==> src/rtl/interboard_tx_sched_if.sv <==
// Requester and link signals of the interboard transmit scheduler.
// master = scheduler side, slave = requesters plus the link partner.
interface interboard_tx_sched_if #(
    parameter int NREQ = 2
) ();
    logic [NREQ-1:0]   req_en;
    logic [3*NREQ-1:0] req_msg_type;
    logic [5*NREQ-1:0] req_number;
    logic [NREQ-1:0]   req_busy;
    logic [NREQ-1:0]   req_done;
    logic [NREQ-1:0]   req_fail;
    logic              tx_valid;
    logic [2:0]        tx_msg_type;
    logic [4:0]        tx_number;
    logic              tx_ready;
    logic              link_err;

    modport master (
        input  req_en, req_msg_type, req_number, tx_ready,
        output req_busy, req_done, req_fail, tx_valid, tx_msg_type, tx_number, link_err
    );

    modport slave (
        output req_en, req_msg_type, req_number, tx_ready,
        input  req_busy, req_done, req_fail, tx_valid, tx_msg_type, tx_number, link_err
    );
endinterface

==> src/rtl/interboard_tx_sched.sv <==
// Round-robin scheduler for the single interboard transmit link: one holding buffer
// per requester, valid/ready handshake with timeout/retry/drop, enforced idle gap.
module interboard_tx_sched #(
    parameter int NREQ      = 2,
    parameter int TIMEOUT   = 1000,
    parameter int MAX_RETRY = 3,
    parameter int GAP       = 4
) (
    input  logic                  i_clk,
    input  logic                  i_rst_n,
    input  logic                  i_interboard_rst,
    interboard_tx_sched_if.master bus
);
    localparam int IDX_W  = (NREQ > 1) ? $clog2(NREQ) : 1;
    localparam int WAIT_W = ($clog2(TIMEOUT + 1) > 0) ? $clog2(TIMEOUT + 1) : 1;
    localparam int RTRY_W = ($clog2(MAX_RETRY + 1) > 0) ? $clog2(MAX_RETRY + 1) : 1;
    localparam int GAP_W  = ($clog2(GAP + 1) > 0) ? $clog2(GAP + 1) : 1;

    typedef enum logic [1:0] {
        S_IDLE,
        S_SEND,
        S_RETRY,
        S_GAP
    } state_t;

    state_t              r_state;
    state_t              w_state_nx;
    logic [IDX_W-1:0]    r_grant;
    logic [IDX_W-1:0]    w_grant_nx;
    logic [IDX_W-1:0]    r_ptr;
    logic [IDX_W-1:0]    w_ptr_nx;
    logic [WAIT_W-1:0]   r_wait;
    logic [WAIT_W-1:0]   w_wait_nx;
    logic [RTRY_W-1:0]   r_retry;
    logic [RTRY_W-1:0]   w_retry_nx;
    logic [GAP_W-1:0]    r_gap;
    logic [GAP_W-1:0]    w_gap_nx;
    logic                r_link_err;
    logic                w_link_err_nx;

    logic [NREQ-1:0]     r_busy;
    logic [2:0]          r_type [NREQ];
    logic [4:0]          r_num  [NREQ];

    logic [NREQ-1:0]     w_done;
    logic [NREQ-1:0]     w_fail;
    logic [NREQ-1:0]     w_release;
    logic [NREQ-1:0]     w_take;
    logic                w_tx_valid;
    logic [IDX_W:0]      w_pick;
    logic                w_pick_vld;
    logic [IDX_W-1:0]    w_pick_idx;

    // First occupied buffer at or after the pointer; MSB flags that one was found.
    function automatic logic [IDX_W:0] f_pick(input logic [NREQ-1:0] busy,
                                              input logic [IDX_W-1:0] ptr);
        logic [IDX_W:0]   res;
        logic [IDX_W-1:0] idx;
        res = '0;
        for (int k = NREQ - 1; k >= 0; k--) begin
            idx = IDX_W'((int'(ptr) + k) % NREQ);
            if (busy[idx]) res = {1'b1, idx};
        end
        return res;
    endfunction

    assign w_pick     = f_pick(r_busy, r_ptr);
    assign w_pick_vld = w_pick[IDX_W];
    assign w_pick_idx = w_pick[IDX_W-1:0];

    always_comb begin
        w_state_nx    = r_state;
        w_grant_nx    = r_grant;
        w_ptr_nx      = r_ptr;
        w_wait_nx     = r_wait;
        w_retry_nx    = r_retry;
        w_gap_nx      = r_gap;
        w_link_err_nx = r_link_err;
        w_done        = '0;
        w_fail        = '0;
        w_tx_valid    = 1'b0;
        case (r_state)
            S_IDLE: begin
                if (w_pick_vld) begin
                    w_grant_nx = w_pick_idx;
                    w_ptr_nx   = IDX_W'((int'(w_pick_idx) + 1) % NREQ);
                    w_wait_nx  = '0;
                    w_state_nx = S_SEND;
                end
            end
            S_SEND: begin
                w_tx_valid = 1'b1;
                if (bus.tx_ready) begin
                    w_done[r_grant] = 1'b1;
                    w_gap_nx        = '0;
                    w_state_nx      = S_GAP;
                end else if (r_wait == WAIT_W'(TIMEOUT - 1)) begin
                    w_state_nx = S_RETRY;
                end else begin
                    w_wait_nx = r_wait + 1'b1;
                end
            end
            S_RETRY: begin
                if (r_retry < RTRY_W'(MAX_RETRY)) begin
                    w_retry_nx = r_retry + 1'b1;
                    w_wait_nx  = '0;
                    w_state_nx = S_SEND;
                end else begin
                    w_fail[r_grant] = 1'b1;
                    w_link_err_nx   = 1'b1;
                    w_gap_nx        = '0;
                    w_state_nx      = S_GAP;
                end
            end
            S_GAP: begin
                if (r_gap == GAP_W'(GAP - 1)) begin
                    w_gap_nx   = '0;
                    w_wait_nx  = '0;
                    w_retry_nx = '0;
                    w_state_nx = S_IDLE;
                end else begin
                    w_gap_nx = r_gap + 1'b1;
                end
            end
            default: w_state_nx = S_IDLE;
        endcase
        // An in-flight message abandoned by the synchronous clear reports nothing.
        if (i_interboard_rst) begin
            w_done = '0;
            w_fail = '0;
        end
    end

    always_ff @(posedge i_clk or negedge i_rst_n) begin
        if (!i_rst_n) begin
            r_state    <= S_IDLE;
            r_grant    <= '0;
            r_ptr      <= '0;
            r_wait     <= '0;
            r_retry    <= '0;
            r_gap      <= '0;
            r_link_err <= 1'b0;
        end else if (i_interboard_rst) begin
            r_state    <= S_IDLE;
            r_grant    <= '0;
            r_ptr      <= '0;
            r_wait     <= '0;
            r_retry    <= '0;
            r_gap      <= '0;
            r_link_err <= 1'b0;
        end else begin
            r_state    <= w_state_nx;
            r_grant    <= w_grant_nx;
            r_ptr      <= w_ptr_nx;
            r_wait     <= w_wait_nx;
            r_retry    <= w_retry_nx;
            r_gap      <= w_gap_nx;
            r_link_err <= w_link_err_nx;
        end
    end

    // A buffer completing this cycle may be refilled in the same cycle.
    assign w_release = w_done | w_fail;
    assign w_take    = bus.req_en & (~r_busy | w_release);

    always_ff @(posedge i_clk or negedge i_rst_n) begin
        if (!i_rst_n) begin
            r_busy <= '0;
        end else if (i_interboard_rst) begin
            r_busy <= '0;
        end else begin
            r_busy <= (r_busy & ~w_release) | w_take;
        end
    end

    always_ff @(posedge i_clk) begin
        for (int i = 0; i < NREQ; i++) begin
            if (w_take[i]) begin
                r_type[i] <= bus.req_msg_type[3*i +: 3];
                r_num[i]  <= bus.req_number[5*i +: 5];
            end
        end
    end

    assign bus.tx_valid    = w_tx_valid;
    assign bus.tx_msg_type = w_tx_valid ? r_type[r_grant] : 3'd0;
    assign bus.tx_number   = w_tx_valid ? r_num[r_grant] : 5'd0;
    assign bus.req_busy    = r_busy;
    assign bus.req_done    = w_done;
    assign bus.req_fail    = w_fail;
    assign bus.link_err    = r_link_err;
endmodule
==> src/flat_wrapper.sv <==
// flat-port wrapper written by rule: the top's interface ports become plain ports
module interboard_tx_sched_flat 
#(
    parameter int NREQ      = 2,
    parameter int TIMEOUT   = 1000,
    parameter int MAX_RETRY = 3,
    parameter int GAP       = 4
)
  (i_clk, i_rst_n, i_interboard_rst, bus_req_en, bus_req_msg_type, bus_req_number, bus_tx_ready, bus_req_busy, bus_req_done, bus_req_fail, bus_tx_valid, bus_tx_msg_type, bus_tx_number, bus_link_err);
  interboard_tx_sched_if #(.NREQ(NREQ)) bus_i ();
  input  logic i_clk;
  input  logic i_rst_n;
  input  logic i_interboard_rst;
  input wire logic [$bits(bus_i.req_en)-1:0] bus_req_en;
  input wire logic [$bits(bus_i.req_msg_type)-1:0] bus_req_msg_type;
  input wire logic [$bits(bus_i.req_number)-1:0] bus_req_number;
  input wire logic [$bits(bus_i.tx_ready)-1:0] bus_tx_ready;
  output wire logic [$bits(bus_i.req_busy)-1:0] bus_req_busy;
  output wire logic [$bits(bus_i.req_done)-1:0] bus_req_done;
  output wire logic [$bits(bus_i.req_fail)-1:0] bus_req_fail;
  output wire logic [$bits(bus_i.tx_valid)-1:0] bus_tx_valid;
  output wire logic [$bits(bus_i.tx_msg_type)-1:0] bus_tx_msg_type;
  output wire logic [$bits(bus_i.tx_number)-1:0] bus_tx_number;
  output wire logic [$bits(bus_i.link_err)-1:0] bus_link_err;
  assign bus_i.req_en = bus_req_en;
  assign bus_i.req_msg_type = bus_req_msg_type;
  assign bus_i.req_number = bus_req_number;
  assign bus_i.tx_ready = bus_tx_ready;
  assign bus_req_busy = bus_i.req_busy;
  assign bus_req_done = bus_i.req_done;
  assign bus_req_fail = bus_i.req_fail;
  assign bus_tx_valid = bus_i.tx_valid;
  assign bus_tx_msg_type = bus_i.tx_msg_type;
  assign bus_tx_number = bus_i.tx_number;
  assign bus_link_err = bus_i.link_err;
  interboard_tx_sched #(.NREQ(NREQ), .TIMEOUT(TIMEOUT), .MAX_RETRY(MAX_RETRY), .GAP(GAP)) u_core (.i_clk(i_clk), .i_rst_n(i_rst_n), .i_interboard_rst(i_interboard_rst), .bus(bus_i));
endmodule
==> config.mk <==
export PLATFORM = sky130hd
export DESIGN_NAME = interboard_tx_sched_flat
export DESIGN_NICKNAME = d
export VERILOG_FILES = /design/src/rtl/interboard_tx_sched_if.sv /design/src/rtl/interboard_tx_sched.sv /design/src/flat_wrapper.sv
export SDC_FILE = /design/constraint.sdc
export NUM_CORES = 1
export LEC_CHECK = 0
export ABC_AREA = 1
export CORE_ASPECT_RATIO = 1.2
export CORE_UTILIZATION = 40
export DETAILED_ROUTE_END_ITERATION = 16
export GPL_ROUTABILITY_DRIVEN = 0
export MAX_ROUTING_LAYER = met4
export PLACE_DENSITY = 0.63
export SETUP_SLACK_MARGIN = 0.05
export SLEW_MARGIN = 40
export SYNTH_ARGS = -nofsm -noshare
export SYNTH_HDL_FRONTEND = slang
export SYNTH_SLANG_ARGS = --single-unit
==> constraint.sdc <==
create_clock -name i_clk -period 1.9 [get_ports i_clk]
set_input_delay 0.38 -clock i_clk [delete_from_list [all_inputs] [get_ports i_clk]]
set_output_delay 0.38 -clock i_clk [all_outputs]
set_load 0.01 [all_outputs]
==> results_dict.tcl <==
set metrics [dict create \
    critPathMostFrequentCell "nand2_2" \
    synth_area_mm2 0.00200 \
    synth_seq_cells 38 \
    viasPerCell 4.83 \
    synth_area_per_cell_um2 8.28 \
    period_minus_slack_ns 1.78 \
    timing.final.crit_share 0.937 \
    critPathMaxFanout 3 \
    multi_input_area_um2 856 \
    slew_headroom 0.804 \
    yosysWarnings 0 \
    netSwitchingFraction 0.355 \
    die_w_um 66.6 \
    crit_arrival_ns 1.40 \
    placed_cell_area_mm2 0.00257 \
    worstSetupPathType "flip-flop to output pin" \
    critPathMaxStageDelay_ns 0.41 \
    wl_met1_um 2040 \
    pre_cts_slack_ns -0.323 \
    row_count 27 \
    hold_buffers 0 \
    drc 0 \
    maxCapViolations 0 \
    clk-insertion-delay-late_ns 0.29 \
    cp-start-kind "flip-flop" \
    hold_viol_final 0 \
    wl_per_cell_um 12.3 \
    design_area_mm2 0.00267 \
    grt_pass1_wl_um 7670 \
    cts_tree "done" \
    die_h_um 79.5 \
    cts_sinks 38 \
    final_cells 363 \
    drt_pass1_iterations 4 \
    layout.nets 329 \
    route.met2.wl_um 2260 \
    htreeDepth 2 \
    hold_class "primary input to async pin" \
    met3_length_um 118 \
    antenna_found_initial 0 \
    clockBufferDepth 2 \
    grt_overflow_total 0 \
    synth_top_area_cell "dfrtp_1" \
    drtIter0Drc 54 \
    synth_area_leaders "dfrtp_1, edfxtp_1, nand2_1" \
    area_delta_synth_final_pct 33.3 \
    io_buffers 37 \
    clkPwrFrac 0.229 \
    die_area_mm2 0.00530 \
    synth_top_area_frac 0.275 \
    synth-edff-count 16 \
    dp_cells 351 \
    switching_power_uw 905 \
    start_util 0.427 \
    syn-num-nets 267 \
    clkTransAtPathRegs_ns 0.08 \
    core_area_mm2 0.00470 \
    cp.required_ns 1.52 \
    cts-buffers-inserted 5 \
    grt_max_degree 23 \
    worst_setup_path_end_kind "output pin" \
    power.leakage_uw 0.00129 \
    internal_power_uw 1640 \
    ant_nets 0 \
    io_pins 38 \
    fmax_ghz 0.562 \
    place_hpwl_um 3290 \
    fillers 451 \
    power_density_mw_per_mm2 953 \
    antennaDiodeCount 0 \
    grt_setup_unrepaired "true" \
    synth_flop_cell "dfrtp_1" \
    path_cells "ha_2 > nand2_2 > nor2_4 > buf_4 > nand2_2 > inv_1 > clkbuf_2" \
    track_usage 0.198 \
    final_max_slew_viol_count 0 \
    synth.distinct_cells 31 \
    grt_pass1_vias 1724 \
    setup_viol 0 \
    fin_util 0.569 \
    status "finished, final reports clean" \
    ff_latch_area_mm2 0.00103 \
    syn_inst 242 \
    pwr-share-comb 0.375 \
    fin_skew_ns 0.00669 \
    tightest_slew_ns 0.293 \
    highest_layer "met4" \
    wl_um 4460 \
    seq_area_frac_synth 0.515 \
    clockRootBuffer "clkbuf_8" \
    num_vias 1754 \
    vdd_drop_max_v 0.000546 \
    drive_gt1_frac 0.193 \
    fin_ws_ns 0.119 \
    async_reset_ff_frac 0.579 \
    critPathSlowestCell "dfrtp_1" \
    seqPwrFrac 0.396 \
]
cell families after synthesis:
family,Yosys count,synth area share
buffers and inverters,32,0.0618
adders and majority gates,3,0.0187
AOI/OAI and AO/OA,25,0.0725
DFF,38,0.515
and+or+nand+nor,144,0.332
synth_stat cells, types with 2 or more instances:
cell and instances:
nand4_1 3, a21oi_1 13, edfxtp_1 16, nand2_2 2
dfrtp_1 22, o21bai_1 2, clkbuf_1 2, nand2_1 84
ha_1 3, inv_1 23, nor2_1 22, nor2_2 4
o21ai_1 2, nor2_4 4, inv_2 5, nand3_1 18
o21ai_0 3
final timing paths:
kind / start / to / slack, ns / cells after the start
min in group i_clk: u_core.r_gap[0] / u_core.r_gap[0] / 0.48 / 1
worst min-delay path: i_rst_n / u_core.r_grant / 0.44 / 2
worst min register to register: u_core.r_gap[0] / u_core.r_gap[0] / 0.48 / 1
worst max register to register: u_core.r_wait[0] / u_core.r_wait[6] / 0.27 / 8
max in group asynchronous: i_rst_n / u_core.r_ptr / 1.23 / 2
worst max-delay path: u_core.r_retry[0] / bus_req_fail[0] / 0.12 / 7
sequential cells by signal, indices dropped and copies added, names as in the netlist, 2 cells and up:
register / flops
u_core.bus.req_busy: 2
u_core.r_gap: 3
u_core.r_num: 10
u_core.r_retry: 2
u_core.r_state: 2
u_core.r_type: 6
u_core.r_wait: 10
power groups by stage:
stage	Clock (uW)	Combinational [uW]	Sequential [uW]
detailed placement	0	988	1030
CTS	607	962	1000
global placement	0	982	1020
global route	637	1070	1020
finish	584	954	1010
floorplan	0	517	1030
per-layer routing:
metal,GRT usage,up-vias
li1,-,899
met1,0.241,825
met2,0.324,26
met3,0.0386,4
met4,0.0702,0
met5,-,-
layout make-up:
| class | instances | area share |
|---|---|---|
| Clock buffer | 6 | 0.0309 |
| Clock inverter | 2 | 0.00469 |
| Inverter | 29 | 0.0422 |
| Multi-Input combinational cell | 172 | 0.321 |
| Sequential cell | 38 | 0.386 |
| Tap cell | 58 | 0.0272 |
| Timing Repair Buffer | 58 | 0.188 |
critical path, delay by kind of cell, from the launching register on:
| family | cells | cell delay [ns] |
|---|---|---|
| flops | 1 | 0.41 |
| buf+inv | 3 | 0.31 |
| simple gates | 3 | 0.20 |
| fa+ha+maj | 1 | 0.19 |
cell usage in the layout, fill, tap and decap left out, drive strengths merged, types with 2 or more instances in the layout:
master / count
nand2: 87
ha: 3
inv: 28
clkinvlp: 2
o22ai: 2
dlygate4sd2: 8
nand3: 20
nand4: 3
edfxtp: 16
clkdlybuf4s50: 22
o21ai: 5
buf: 22
nor2: 31
dfrtp: 22
a21oi: 13
o21bai: 2
clkbuf: 11
stage by stage:
step	setup TNS, ns	total power (uW)	hold slack (ns)
floorplan	0	1540	0.0844
global placement	-1.15	2010	0.460
detailed placement	-1.30	2010	0.468
CTS	-0.0776	2570	0.440
global route	0	2730	0.444
finish	0	2540	0.435
timing repair:
action                     in CTS  in global routing
buffers inserted                4                  0
setup endpoints to repair      13                 12
pin swaps                       2                  2
gates resized for setup        18                 14
hold endpoints to repair        0                  0
Power figures use the tool's default switching activity.
